$ cat config.mk
export PLATFORM = sky130hd
export DESIGN_NAME = fizzbuzz_line_tx_flat
export DESIGN_NICKNAME = d
export VERILOG_FILES = /design/src/rtl/fizzbuzz_line_tx_if.sv /design/src/rtl/fizzbuzz_line_tx.sv /design/src/flat_wrapper.sv
export SDC_FILE = /design/constraint.sdc
export NUM_CORES = 1
export LEC_CHECK = 0
export CORE_UTILIZATION = 45
export DETAILED_ROUTE_END_ITERATION = 7
export SETUP_SLACK_MARGIN = 0.3
export SLEW_MARGIN = 5
export SYNTH_ARGS = -nofsm -noshare
export SYNTH_HDL_FRONTEND = slang
export SYNTH_SLANG_ARGS = --single-unit
export TNS_END_PERCENT = 50
$ cat constraint.sdc
create_clock -name clk -period 3.5 [get_ports clk]
set_input_delay 0.7 -clock clk [delete_from_list [all_inputs] [get_ports clk]]
set_output_delay 0.7 -clock clk [all_outputs]
set_load 0.01 [all_outputs]
$ cat src/rtl/fizzbuzz_line_tx_if.sv
// Handshake bundle between the FizzBuzz flag producer, the line formatter and the byte sink.
// The master side drives flags and out_ready; the slave side is the formatter.
interface fizzbuzz_line_tx_if;
   logic       in_valid;
   logic       in_ready;
   logic       fizz;
   logic       buzz;
   logic       fizzbuzz;
   logic       out_valid;
   logic       out_ready;
   logic [7:0] out_data;

   modport master (
      output in_valid, fizz, buzz, fizzbuzz, out_ready,
      input  in_ready, out_valid, out_data
   );

   modport slave (
      input  in_valid, fizz, buzz, fizzbuzz, out_ready,
      output in_ready, out_valid, out_data
   );
endinterface

$ cat src/rtl/fizzbuzz_line_tx.sv
// Formats one FizzBuzz flag set per event into an ASCII line on a valid/ready byte stream.
// Define FIZZBUZZ_LINE_TX_CRLF_EN to terminate lines with CR LF instead of LF alone.
module fizzbuzz_line_tx #(
   parameter int MAX_CYCLES = 100,
   parameter int DIGITS     = 3
) (
   input logic               clk,
   input logic               resetn,
   fizzbuzz_line_tx_if.slave bus
);

   localparam int IW = DIGITS * 4;
   localparam int DW = (DIGITS > 1) ? $clog2(DIGITS) : 1;

   typedef enum logic [2:0] {
      IDLE,
      WORD,
      NUM,
`ifdef FIZZBUZZ_LINE_TX_CRLF_EN
      CR,
`endif
      LF
   } state_t;

   typedef struct packed {
      logic fizz;
      logic buzz;
      logic fizzbuzz;
   } flags_t;

`ifdef FIZZBUZZ_LINE_TX_CRLF_EN
   localparam state_t     TERM_STATE = CR;
   localparam logic [7:0] TERM_BYTE  = 8'h0D;
`else
   localparam state_t     TERM_STATE = LF;
   localparam logic [7:0] TERM_BYTE  = 8'h0A;
`endif

   // Elaboration-time BCD conversion by repeated subtraction.
   function automatic logic [IW-1:0] to_bcd(input int value);
      logic [IW-1:0] r;
      int            rem;
      int            place;
      r   = '0;
      rem = value;
      for (int d = DIGITS - 1; d >= 0; d--) begin
         place = 1;
         for (int k = 0; k < d; k++) place = place * 10;
         for (int k = 0; k < 10; k++) begin
            if (rem >= place) begin
               rem = rem - place;
               r[d*4 +: 4] = r[d*4 +: 4] + 4'd1;
            end
         end
      end
      return r;
   endfunction

   function automatic logic [IW-1:0] bcd_inc(input logic [IW-1:0] v);
      logic [IW-1:0] r;
      logic          carry;
      r     = v;
      carry = 1'b1;
      for (int d = 0; d < DIGITS; d++) begin
         if (carry) begin
            if (r[d*4 +: 4] == 4'd9) begin
               r[d*4 +: 4] = 4'd0;
            end else begin
               r[d*4 +: 4] = r[d*4 +: 4] + 4'd1;
               carry       = 1'b0;
            end
         end
      end
      return r;
   endfunction

   // "Buzz" is the tail of "FizzBuzz", so one table serves all three words.
   function automatic logic [7:0] word_char(input logic [2:0] p);
      case (p)
         3'd0:    return 8'h46;
         3'd1:    return 8'h69;
         3'd4:    return 8'h42;
         3'd5:    return 8'h75;
         default: return 8'h7A;
      endcase
   endfunction

   localparam logic [IW-1:0] LAST_IDX = to_bcd(MAX_CYCLES - 1);

   state_t        state;
   flags_t        flags;
   logic [IW-1:0] idx;
   logic [IW-1:0] snap;
   logic [2:0]    pos;
   logic [DW-1:0] dpos;
   logic [IW-1:0] next_idx;
   logic [DW-1:0] msd;
   logic [2:0]    word_end;

   always_comb begin
      next_idx = (idx == LAST_IDX) ? '0 : bcd_inc(idx);
      msd      = '0;
      for (int d = 0; d < DIGITS; d++) begin
         if (idx[d*4 +: 4] != 4'd0) msd = DW'(d);
      end
      word_end = (flags.fizzbuzz | (flags.fizz & flags.buzz)) ? 3'd7 :
                 flags.fizz ? 3'd3 : 3'd7;
   end

   // NOTE: every register here uses <= so all of them update together from pre-edge values;
   // the async reset clears the whole datapath, so the line in flight vanishes at once.
   always_ff @(posedge clk or negedge resetn) begin
      if (!resetn) begin
         state         <= IDLE;
         flags         <= '0;
         idx           <= '0;
         snap          <= '0;
         pos           <= '0;
         dpos          <= '0;
         bus.in_ready  <= 1'b1;
         bus.out_valid <= 1'b0;
         bus.out_data  <= 8'h00;
      end else begin
         case (state)
            IDLE: begin
               if (bus.in_valid) begin
                  flags         <= '{fizz: bus.fizz, buzz: bus.buzz, fizzbuzz: bus.fizzbuzz};
                  snap          <= idx;
                  idx           <= next_idx;
                  bus.in_ready  <= 1'b0;
                  bus.out_valid <= 1'b1;
                  if (bus.fizzbuzz || (bus.fizz && bus.buzz) || bus.fizz) begin
                     state        <= WORD;
                     pos          <= 3'd0;
                     bus.out_data <= word_char(3'd0);
                  end else if (bus.buzz) begin
                     state        <= WORD;
                     pos          <= 3'd4;
                     bus.out_data <= word_char(3'd4);
                  end else begin
                     state        <= NUM;
                     dpos         <= msd;
                     bus.out_data <= {4'h3, idx[msd*4 +: 4]};
                  end
               end
            end
            WORD: begin
               if (bus.out_ready) begin
                  if (pos == word_end) begin
                     state        <= TERM_STATE;
                     bus.out_data <= TERM_BYTE;
                  end else begin
                     pos          <= pos + 3'd1;
                     bus.out_data <= word_char(pos + 3'd1);
                  end
               end
            end
            NUM: begin
               if (bus.out_ready) begin
                  if (dpos == '0) begin
                     state        <= TERM_STATE;
                     bus.out_data <= TERM_BYTE;
                  end else begin
                     dpos         <= dpos - DW'(1);
                     bus.out_data <= {4'h3, snap[(dpos - DW'(1))*4 +: 4]};
                  end
               end
            end
`ifdef FIZZBUZZ_LINE_TX_CRLF_EN
            CR: begin
               if (bus.out_ready) begin
                  state        <= LF;
                  bus.out_data <= 8'h0A;
               end
            end
`endif
            LF: begin
               if (bus.out_ready) begin
                  state         <= IDLE;
                  bus.out_valid <= 1'b0;
                  bus.out_data  <= 8'h00;
                  bus.in_ready  <= 1'b1;
               end
            end
            default: state <= IDLE;
         endcase
      end
   end

endmodule

$ cat src/flat_wrapper.sv
// flat-port wrapper written by rule: the top's interface ports become plain ports
module fizzbuzz_line_tx_flat 
#(
   parameter int MAX_CYCLES = 100,
   parameter int DIGITS     = 3
)
  (clk, resetn, bus_in_valid, bus_fizz, bus_buzz, bus_fizzbuzz, bus_out_ready, bus_in_ready, bus_out_valid, bus_out_data);
  fizzbuzz_line_tx_if bus_i ();
  input logic clk;
  input logic resetn;
  input wire logic [$bits(bus_i.in_valid)-1:0] bus_in_valid;
  input wire logic [$bits(bus_i.fizz)-1:0] bus_fizz;
  input wire logic [$bits(bus_i.buzz)-1:0] bus_buzz;
  input wire logic [$bits(bus_i.fizzbuzz)-1:0] bus_fizzbuzz;
  input wire logic [$bits(bus_i.out_ready)-1:0] bus_out_ready;
  output wire logic [$bits(bus_i.in_ready)-1:0] bus_in_ready;
  output wire logic [$bits(bus_i.out_valid)-1:0] bus_out_valid;
  output wire logic [$bits(bus_i.out_data)-1:0] bus_out_data;
  assign bus_i.in_valid = bus_in_valid;
  assign bus_i.fizz = bus_fizz;
  assign bus_i.buzz = bus_buzz;
  assign bus_i.fizzbuzz = bus_fizzbuzz;
  assign bus_i.out_ready = bus_out_ready;
  assign bus_in_ready = bus_i.in_ready;
  assign bus_out_valid = bus_i.out_valid;
  assign bus_out_data = bus_i.out_data;
  fizzbuzz_line_tx #(.MAX_CYCLES(MAX_CYCLES), .DIGITS(DIGITS)) u_core (.clk(clk), .resetn(resetn), .bus(bus_i));
endmodule
# Word level (Yosys, flattened, before mapping)
# Index checks and enable logic that the tools add are counted.
[totals] wordCells=117 output_inout_bits=10 ff_bits=45
[classes] n_bitwise=2 shift=2 n_eq_ne=22 addsub=6 reduce_logical=22 mux=50
[op_table] operator="8-bit 2-to-1 mux" n=6
[op_table] operator="3-bit 2-to-1 mux" n=14
[op_table] operator="12-bit by 33-bit indexed part select with 4-bit output" n=1
[op_table] operator="8-bit one-hot mux with 4 select lines" n=1
[op_table] operator="6-bit one-hot mux with 4 select lines" n=1
[op_table] operator="4-bit 2-to-1 mux" n=5
[op_table] operator="2-bit != test (second input constant)" n=8
[op_table] operator="2-bit 2-to-1 mux" n=7
[op_table] operator="4-bit by 1-bit adder with 4-bit output (second input constant)" n=3
[op_table] operator="12-bit by 8-bit equality test with 1-bit output (second input constant)" n=1
[op_table] operator="4-bit equality test (second input constant)" n=3
[op_table] operator="12-bit 2-to-1 mux" n=1
[op_table] operator="3-bit one-hot mux with 4 select lines" n=1
[op_table] operator="6-bit AND reduction" n=2
[op_table] operator="4-bit nonzero test" n=3
[op_table] operator="12-bit by 5-bit indexed part select with 4-bit output" n=1
[op_table] operator="5-bit AND reduction" n=2
[op_table] operator="2-bit nonzero test" n=5
[op_table] operator="3-bit AND reduction" n=3
[op_table] operator="1-bit 2-to-1 mux" n=8
[op_table] operator="7-bit 2-to-1 mux" n=1
[op_table] operator="3-bit by 1-bit equality test with 1-bit output (second input constant)" n=2
[op_table] operator="3-bit by 2-bit equality test with 1-bit output (second input constant)" n=2
[op_table] operator="3-bit equality test (second input constant)" n=2
[op_table] operator="17 further kinds" n=21

# Longest topological paths before layout
# Gate-level depths: netlist of run 1.
[depth] ltp_word=8 depth_mapped=9 depth_no_buf=7

# Worst setup path after synthesis of run 1
# No wires, ideal clock.
[synth_timing] kind="in2reg" from="input bus_in_valid" to="register u_core.idx[11]" t_required_ps=3379 arrival_ps=1627 path_buffers=1 setup_slack_ps=1752 cell_stages=6 cell_sequence="and2_1 -> clkbuf_1 -> nand2_2 -> nor2_2 -> o21ai_0 -> a22o_1"
[synth_via] elab_chain_cells=1
[synth_rtl] item="start: declaration" line_no="flat_wrapper.sv:11" source="input wire logic [$bits(bus_i.in_valid)-1:0] bus_in_valid;"
[synth_rtl] item="3-bit AND reduction (no source line)"
[synth_rtl] item="end signal: assignment" line_no="fizzbuzz_line_tx.sv:129" source="idx <= next_idx;"
[synth_rtl] item="end: declaration" line_no="fizzbuzz_line_tx.sv:92" source="logic [IW-1:0] idx;"
# Every way passes these cells.
# A chain may end at the register's enable or synchronous reset.

# Worst setup path after layout of run 1
[layout_timing] from="register u_core.dpos[0]" to="register u_core.bus.out_data[1]"
[layout_via] elab_chain_cells=5 word_cells_on_any_way=6 cone_classes="1 x add/sub; 1 x shift; 3 x mux; 1 x reduce/logical"
[layout_rtl] item="start: declaration" line_no="fizzbuzz_line_tx.sv:95" source="logic [DW-1:0] dpos;"
[layout_rtl] item="start signal: assignment" line_no="fizzbuzz_line_tx.sv:142" source="dpos <= msd;"
[layout_rtl] item="start signal: assignment" line_no="fizzbuzz_line_tx.sv:164" source="dpos <= dpos - DW'(1);"
[layout_rtl] item="2-bit by 1-bit subtractor with 3-bit output" line_no="fizzbuzz_line_tx.sv:165" source="bus.out_data <= {4'h3, snap[(dpos - DW'(1))*4 +: 4]};"
[layout_rtl] item="12-bit by 33-bit indexed part select with 4-bit output" line_no="fizzbuzz_line_tx.sv:165"
[layout_rtl] item="6-bit 2-to-1 mux *" line_no="fizzbuzz_line_tx.sv:160" source="if (dpos == '0) begin"
[layout_rtl] item="8-bit 2-to-1 mux *" line_no="fizzbuzz_line_tx.sv:159" source="if (bus.out_ready) begin"
[layout_rtl] item="8-bit one-hot mux with 4 select lines *" line_no="fizzbuzz_line_tx.sv:124" source="case (state)"
[layout_rtl] item="end signal: assignment" line_no="fizzbuzz_line_tx.sv:135" source="bus.out_data <= word_char(3'd0);"
[layout_rtl] item="end signal: assignment" line_no="fizzbuzz_line_tx.sv:139" source="bus.out_data <= word_char(3'd4);"
[layout_rtl] item="end signal: assignment" line_no="fizzbuzz_line_tx.sv:165"
[layout_rtl] item="end: declaration" line_no="fizzbuzz_line_tx_if.sv:20" source="output in_ready, out_valid, out_data"
# Mark *: on every way between the ends. The rest lies on a longest branch, timed or not. The select of a mux whose other input is x is not followed.

==> results of run 1 <==
## state kept, by name, indices dropped and copies added (netlist names)
signal                cells
u_core.bus.in_ready       1
u_core.bus.out_data       7
u_core.bus.out_valid      1
u_core.dpos               2
u_core.flags              3
u_core.idx               12
u_core.pos                3
u_core.snap              12
u_core.state              2
## logic make-up after synthesis
family	count (synthesis)	synth area share, %
and+or+nand+nor	110	20.9
AOI/OAI and AO/OA	89	21.3
DFF	43	40.7
buffers and inverters	31	4.96
adders and majority gates	19	8.98
muxes	6	2.32
xor gates and xnor gates	2	0.662
other	1	0.142
## cells in the mapped netlist, types with 2 or more instances
master      n
o211ai_1    6
buf_2       3
inv_1      17
ha_1       19
a22oi_1     2
nand2b_1    5
nand3_1     5
dfrtp_1    42
nand2_1    53
a21oi_1    17
a311oi_1    2
o21ai_0    30
a31oi_1     7
nor3_1      7
buf_4       3
and2_1      3
nor2_1     19
a2111oi_0   2
clkbuf_1    8
xnor2_1     2
nor2b_1     4
a21o_1      4
mux2i_1     5
nand4_1     2
o21bai_1    2
a22o_1      4
o2bb2ai_1   2
## worst register-to-register path, stage by stage, from the launching register on
cell and delay, ps:
dfrtp_1 450, inv_1 150, ha_1 540, mux2i_1 230, o21ai_0 110, a2111oi_0 490, a311oi_1 80
## power groups by stage
stage	logic [W]	registers (W)	clock network, W
3_3_place_gp	0.00121	0.000869	0
5_1_grt	0.00140	0.000890	0.000343
6_report	0.00122	0.000862	0.000312
4_1_cts	0.00123	0.000863	0.000321
3_5_place_dp	0.00122	0.000874	0
2_1_floorplan	0.000896	0.000847	0
## cell type report
cell class | count | area [sq um] | share of cell area, %
sequential | 43 | 1080 | 37.0
clock inverter | 1 | 5.00 | 0.172
tap | 72 | 90.1 | 3.10
clock buffer | 7 | 76.3 | 2.62
inverter | 17 | 63.8 | 2.19
timing repair buffer | 17 | 160 | 5.50
multi-input combinational | 227 | 1440 | 49.4
## per-stage QoR
| step | instance area, sq um | util [%] | hold slack, ps | cells |
|---|---|---|---|---|
| finish | 2910 | 52.2 | 488 | 384 |
| global route | 2910 | 52.2 | 506 | 384 |
| CTS | 2910 | 52.2 | 489 | 384 |
| detailed placement | 2830 | 50.8 | 470 | 376 |
| global placement | 2830 | 50.8 | 457 | 376 |
| floorplan | 2650 | - | 404 | 301 |
## final timing paths
check,from,to,cells past startpoint
min in group asynchronous,resetn,u_core.bus.out_data[6]$_DFFE_PN0P_,1
worst max-delay path,u_core.dpos[0]$_DFFE_PN0P_,u_core.bus.out_data[1]$_DFFE_PN0P_,6
worst min register to register,u_core.snap[11]$_DFFE_PN0P_,u_core.snap[11]$_DFFE_PN0P_,2
max in group asynchronous,resetn,u_core.bus.out_data[0]$_DFFE_PN0P_,1
worst min-delay path,u_core.snap[11]$_DFFE_PN0P_,u_core.snap[11]$_DFFE_PN0P_,2
worst max register to register,u_core.dpos[0]$_DFFE_PN0P_,u_core.bus.out_data[1]$_DFFE_PN0P_,6
## routing by layer
metal / GRT usage (%) / part of all wire, % / routed length (um) / up-vias
met3: 3.26 / 2.2 / 131 / 7
met1: 28.9 / 48 / 2910 / 1012
met2: 37.1 / 49 / 2970 / 33
met4: 6.11 / 1.2 / 73 / 0
met5: 0 / 0 / 0 / -
li1: - / - / - / 1072
==> results.sh, run 1 <==
export IMPL_outcome="finished, final reports clean"
export IMPL_endpoint_kind="flop"
export IMPL_drc=0
export IMPL_post_cts_buffers=0
export IMPL_synth_area_leaders="dfrtp_1, ha_1, nand2_1, o21ai_0, a21oi_1"
export IMPL_ctsHoldBuffers=0
export IMPL_cts_tree="built"
export IMPL_power_switching_w=0.00104
export IMPL_final_nets=337
export IMPL_root_buffer="clkbuf_8"
export IMPL_reg2reg_slack_ps=1310
export IMPL_synth_async_reset_ratio_pct=100
export IMPL_antenna_found_initial=0
export IMPL_comb_power_share_pct=51.0
export IMPL_fin_worst_skew_ps=3.79
export IMPL_pre_cts_slack_ps=1070
export IMPL_yosys_register_bits=43
export IMPL_synthesis_nets=327
export IMPL_max_slew_worst_pin_slew_ps=988
export IMPL_dr_pass1_iters=4
export IMPL_p_int_w=0.00135
export IMPL_path_max_fanout=9
export IMPL_syn_inst=301
export IMPL_die_area_sq_um=6190
export IMPL_timing_slew_headroom_pct=34.1
export IMPL_viasPerCell=5.53
export IMPL_drtAntennaViolNets=0
export IMPL_vias=2124
export IMPL_die_y_um=78.7
export IMPL_initial_utilization_pct=47.5
export IMPL_clock_fmax_ghz=0.457
export IMPL_grt_setup_unrepaired="no"
export IMPL_finalCriticalPeriod_ps=2190
export IMPL_yosysSeqAreaShare_pct=40.7
export IMPL_grt_pass1_vias=2061
export IMPL_nFillCells=554
export IMPL_cts_resized_gates=0
export IMPL_area_delta_synth_final_pct=9.98
export IMPL_post_route_period_util_pct=62.6
export IMPL_totalWireLength_mm=6.08
export IMPL_wl_per_cell_um=15.8
export IMPL_core_sq_um=5570
export IMPL_cp_cell_sequence="inv_1 > ha_1 > mux2i_1 > o21ai_0 > a2111oi_0 > a311oi_1"
export IMPL_io_pins=17
export IMPL_synth_area_sq_um=2650
export IMPL_synth_top_cell_area_share_pct=39.7
export IMPL_clockBufferDepth=2
export IMPL_drive_gt1_share_pct=6.73
export IMPL_powerDensity_nw_per_um2=824
export IMPL_cp_required_ps=3650
export IMPL_synth_edff_count=0
export IMPL_place_congestion=0.840
export IMPL_synth_ff_type="dfrtp_1"
export IMPL_cp_start_kind="flop"
export IMPL_hold_viol=0
export IMPL_seqPwrFrac_pct=36.0
export IMPL_fp_dieW_um=78.7
export IMPL_hpwl_mm=4.46
export IMPL_cts_buffers=5
export IMPL_slowest_stage="ha_1"
export IMPL_switching_share_pct=43.6
export IMPL_clkPwrFrac_pct=13.0
export IMPL_leakagePower_nw=1.32
export IMPL_setup_ws_ps=1310
export IMPL_synth_warnings=0
export IMPL_drv_cap=0
export IMPL_avgSynthCellArea_sq_um=8.79
export IMPL_antennaDiodeCount=0
export IMPL_ir_drop_v=0.000362
export IMPL_initialDrtViolationCount=95
export IMPL_cts_htree_levels=2
export IMPL_grt_pass1_wl_mm=10.4
export IMPL_critPathTopFamily="compound AO/OA/AOI/OAI gates"
export IMPL_setup_violations=0
export IMPL_grt_max_degree=44
export IMPL_fin_tns_setup_ps=0
export IMPL_grt_usage_pct=21.9
export IMPL_grt_ovfl_total=0
export IMPL_slew_violations=0
export IMPL_cp_slowest_stage_delay_ps=540
export IMPL_worst_path_buf_inv=1
export IMPL_rows=27
export IMPL_clk_latency_ps=300
export IMPL_clock_sinks=43
export IMPL_criticalPathCategory="reg -> reg"
export IMPL_min_path_type="reg -> reg"
export IMPL_power_w=0.00240
export IMPL_io_buffers=15
export IMPL_path_clk_slew_ps=80
export IMPL_crit_arrival_ps=2340
export IMPL_synth_top_area_cell="dfrtp_1"
export IMPL_ys_types=53
export IMPL_final_cell_mix="nand2_1, dfrtp_1, o21ai_0"
export IMPL_layout_commonest_cell="nand2_1"
No activity file was read; power rests on OpenSTA's default activity.
==> run 2, diff against run 1 <==
--- a/config.mk
+++ b/config.mk
@@ -7,6 +7,7 @@
 export LEC_CHECK = 0
 export CORE_UTILIZATION = 45
 export DETAILED_ROUTE_END_ITERATION = 7
+export PLACE_DENSITY = 0.66
 export SETUP_SLACK_MARGIN = 0.3
 export SLEW_MARGIN = 5
 export SYNTH_ARGS = -nofsm -noshare
==> constraint.sdc (replaced) <==
create_clock -name clk -period 1.9 [get_ports clk]
set_input_delay 0.38 -clock clk [delete_from_list [all_inputs] [get_ports clk]]
set_output_delay 0.38 -clock clk [all_outputs]
set_load 0.01 [all_outputs]
==> run 2 against run 1 <==
Against the previous run:
- final area is 25% higher
- core utilization grew 13 points
- total power grew 140%
- clock-buffer cell count fell by 1
- register-to-register slack got worse by 1100 ps
- maximum frequency grew 30%
- non-clock buffer count increased by 47
- first-iteration DRC count is 12% higher
- via count is 12% higher
- wire length increased by 11%
- die area unchanged
- global-route usage increased by 1.0 points
- largest power group unchanged
==> results.sh, run 2 (synthesis gave the netlist of run 1 again) <==
export IMPL_clock_fmax_ghz=0.595
export IMPL_initial_utilization_pct=47.5
export IMPL_initialDrtViolationCount=106
export IMPL_grt_usage_pct=23.0
export IMPL_slew_violations=0
export IMPL_max_slew_worst_pin_slew_ps=552
export IMPL_dr_pass1_iters=4
export IMPL_post_route_period_util_pct=88.5
export IMPL_setup_violations=0
export IMPL_grt_setup_unrepaired="yes"
export IMPL_core_sq_um=5570
export IMPL_min_path_type="in -> async"
export IMPL_cp_cell_sequence="inv_2 > buf_4 > ha_2 > nand2b_4 > buf_4 > a2111oi_4 > o21ai_1 > a31oi_1"
export IMPL_drive_gt1_share_pct=32.9
export IMPL_final_nets=384
export IMPL_rows=27
export IMPL_path_max_fanout=6
export IMPL_outcome="finished, final reports clean"
export IMPL_grt_ovfl_total=0
export IMPL_final_cells=431
export IMPL_hpwl_mm=4.73
export IMPL_antennaDiodeCount=0
export IMPL_power_w=0.00577
export IMPL_drc=0
export IMPL_hold_slack_ps=57.5
export IMPL_cts_buffers=5
export IMPL_crit_arrival_ps=1890
export IMPL_crit_top_cell="buf_4"
export IMPL_timing_slew_headroom_pct=63.2
export IMPL_criticalPathCategory="reg -> reg"
export IMPL_vias=2380
export IMPL_drv_cap=0
export IMPL_place_congestion=0.827
export IMPL_endpoint_kind="flop"
export IMPL_area_delta_synth_final_pct=37.7
export IMPL_die_area_sq_um=6190
export IMPL_grt_pass1_wl_mm=10.8
export IMPL_drtAntennaViolNets=0
export IMPL_cts_htree_levels=2
export IMPL_final_cell_mix="nand2_1, buf_4, dfrtp_1"
export IMPL_die_y_um=78.7
export IMPL_wl_per_cell_um=15.6
export IMPL_ctsHoldBuffers=0
export IMPL_ir_drop_v=0.000797
export IMPL_viasPerCell=5.52
export IMPL_cp_start_kind="flop"
export IMPL_fp_dieW_um=78.7
export IMPL_cp_slowest_stage_delay_ps=370
export IMPL_powerDensity_nw_per_um2=1580
export IMPL_slowest_stage="dfrtp_1"
export IMPL_clockBufferDepth=2
export IMPL_nFillCells=458
export IMPL_reg_top3="u_core.idx x12, u_core.snap x12, u_core.bus.out_data x7"
export IMPL_layout_commonest_cell="nand2_1"
export IMPL_path_clk_slew_ps=80
export IMPL_root_buffer="clkbuf_8"
export IMPL_cp_required_ps=2110
export IMPL_grt_max_degree=23
export IMPL_fin_worst_skew_ps=7.88
export IMPL_clk_latency_ps=300
export IMPL_io_pins=17
export IMPL_cts_tree="built"
export IMPL_grt_pass1_vias=2359
export IMPL_finalCriticalPeriod_ps=1680
export IMPL_io_buffers=15
export IMPL_clock_sinks=43
export IMPL_dp_cells=407
export IMPL_antenna_found_initial=0
export IMPL_leakagePower_nw=1.64
export IMPL_totalWireLength_mm=6.72
export IMPL_hold_viol=0
export IMPL_post_route_util_pct=65.4
## run 2: per-stage QoR
stage	TNS (ps)	worst slack [ps]	area [sq um]
2_1_floorplan	0	214	2700
3_3_place_gp	0	31.8	3110
3_5_place_dp	-1.15	-1.15	3110
4_1_cts	0	200	3450
5_1_grt	0	102	3640
6_report	0	219	3640
## run 2: worst max-delay path, delay by kind of cell (launching register included)
family	cells	cell delay, ps
adders and majority gates	1	190
and+or+nand+nor	1	180
buffers and inverters	3	360
DFF	1	370
AOI/OAI and AO/OA	3	480
## run 2: final timing paths
check | start | end | slack [ps] | cells past startpoint
setup / recovery | u_core.dpos[0]$_DFFE_PN0P_ | u_core.bus.out_data[0]$_DFFE_PN0P_ | 220 | 8
hold / removal | resetn | u_core.bus.out_data[4]$_DFFE_PN0P_ | 60 | 1
setup reg to reg | u_core.dpos[0]$_DFFE_PN0P_ | u_core.bus.out_data[0]$_DFFE_PN0P_ | 220 | 8
hold reg to reg | u_core.bus.out_data[6]$_DFFE_PN0P_ | u_core.bus.out_data[6]$_DFFE_PN0P_ | 480 | 2
max in group asynchronous | resetn | u_core.snap[5]$_DFFE_PN0P_ | 1320 | 2
min in group clk | u_core.bus.out_data[6]$_DFFE_PN0P_ | u_core.bus.out_data[6]$_DFFE_PN0P_ | 480 | 2
## run 2: power breakdown
group | internal (W) | switching, W | total (W)
clock | 0.000426 | 0.000321 | 0.000747
combinational | 0.00167 | 0.00181 | 0.00348
sequential | 0.00128 | 0.000272 | 0.00155
## run 2: layout make-up
type | count | area, sq um | area share, %
clock buffers | 6 | 82.6 | 2.27
clock inverters | 2 | 35.0 | 0.962
inverters | 17 | 63.8 | 1.75
multi-input cells | 227 | 1750 | 48.0
flip-flops and latches | 43 | 1080 | 29.6
well taps | 72 | 90.1 | 2.47
repair buffers | 64 | 547 | 15.0
## run 2: layer usage
metal  part of all wire (%)  vias to the layer above  global-route usage [%]
met3                    3.4                       23                    3.26
met2                     50                       46                    40.5
met5                      0                        -                       0
met1                     43                     1138                    27.5
li1                       -                     1173                       -
met4                    4.0                        0                    10.2
## run 2: repair_timing
item                       4_1_cts  5_1_grt
setup buffers                   11        5
gates resized for setup         38       38
setup endpoints to repair       35       28
pin swaps                        9       14
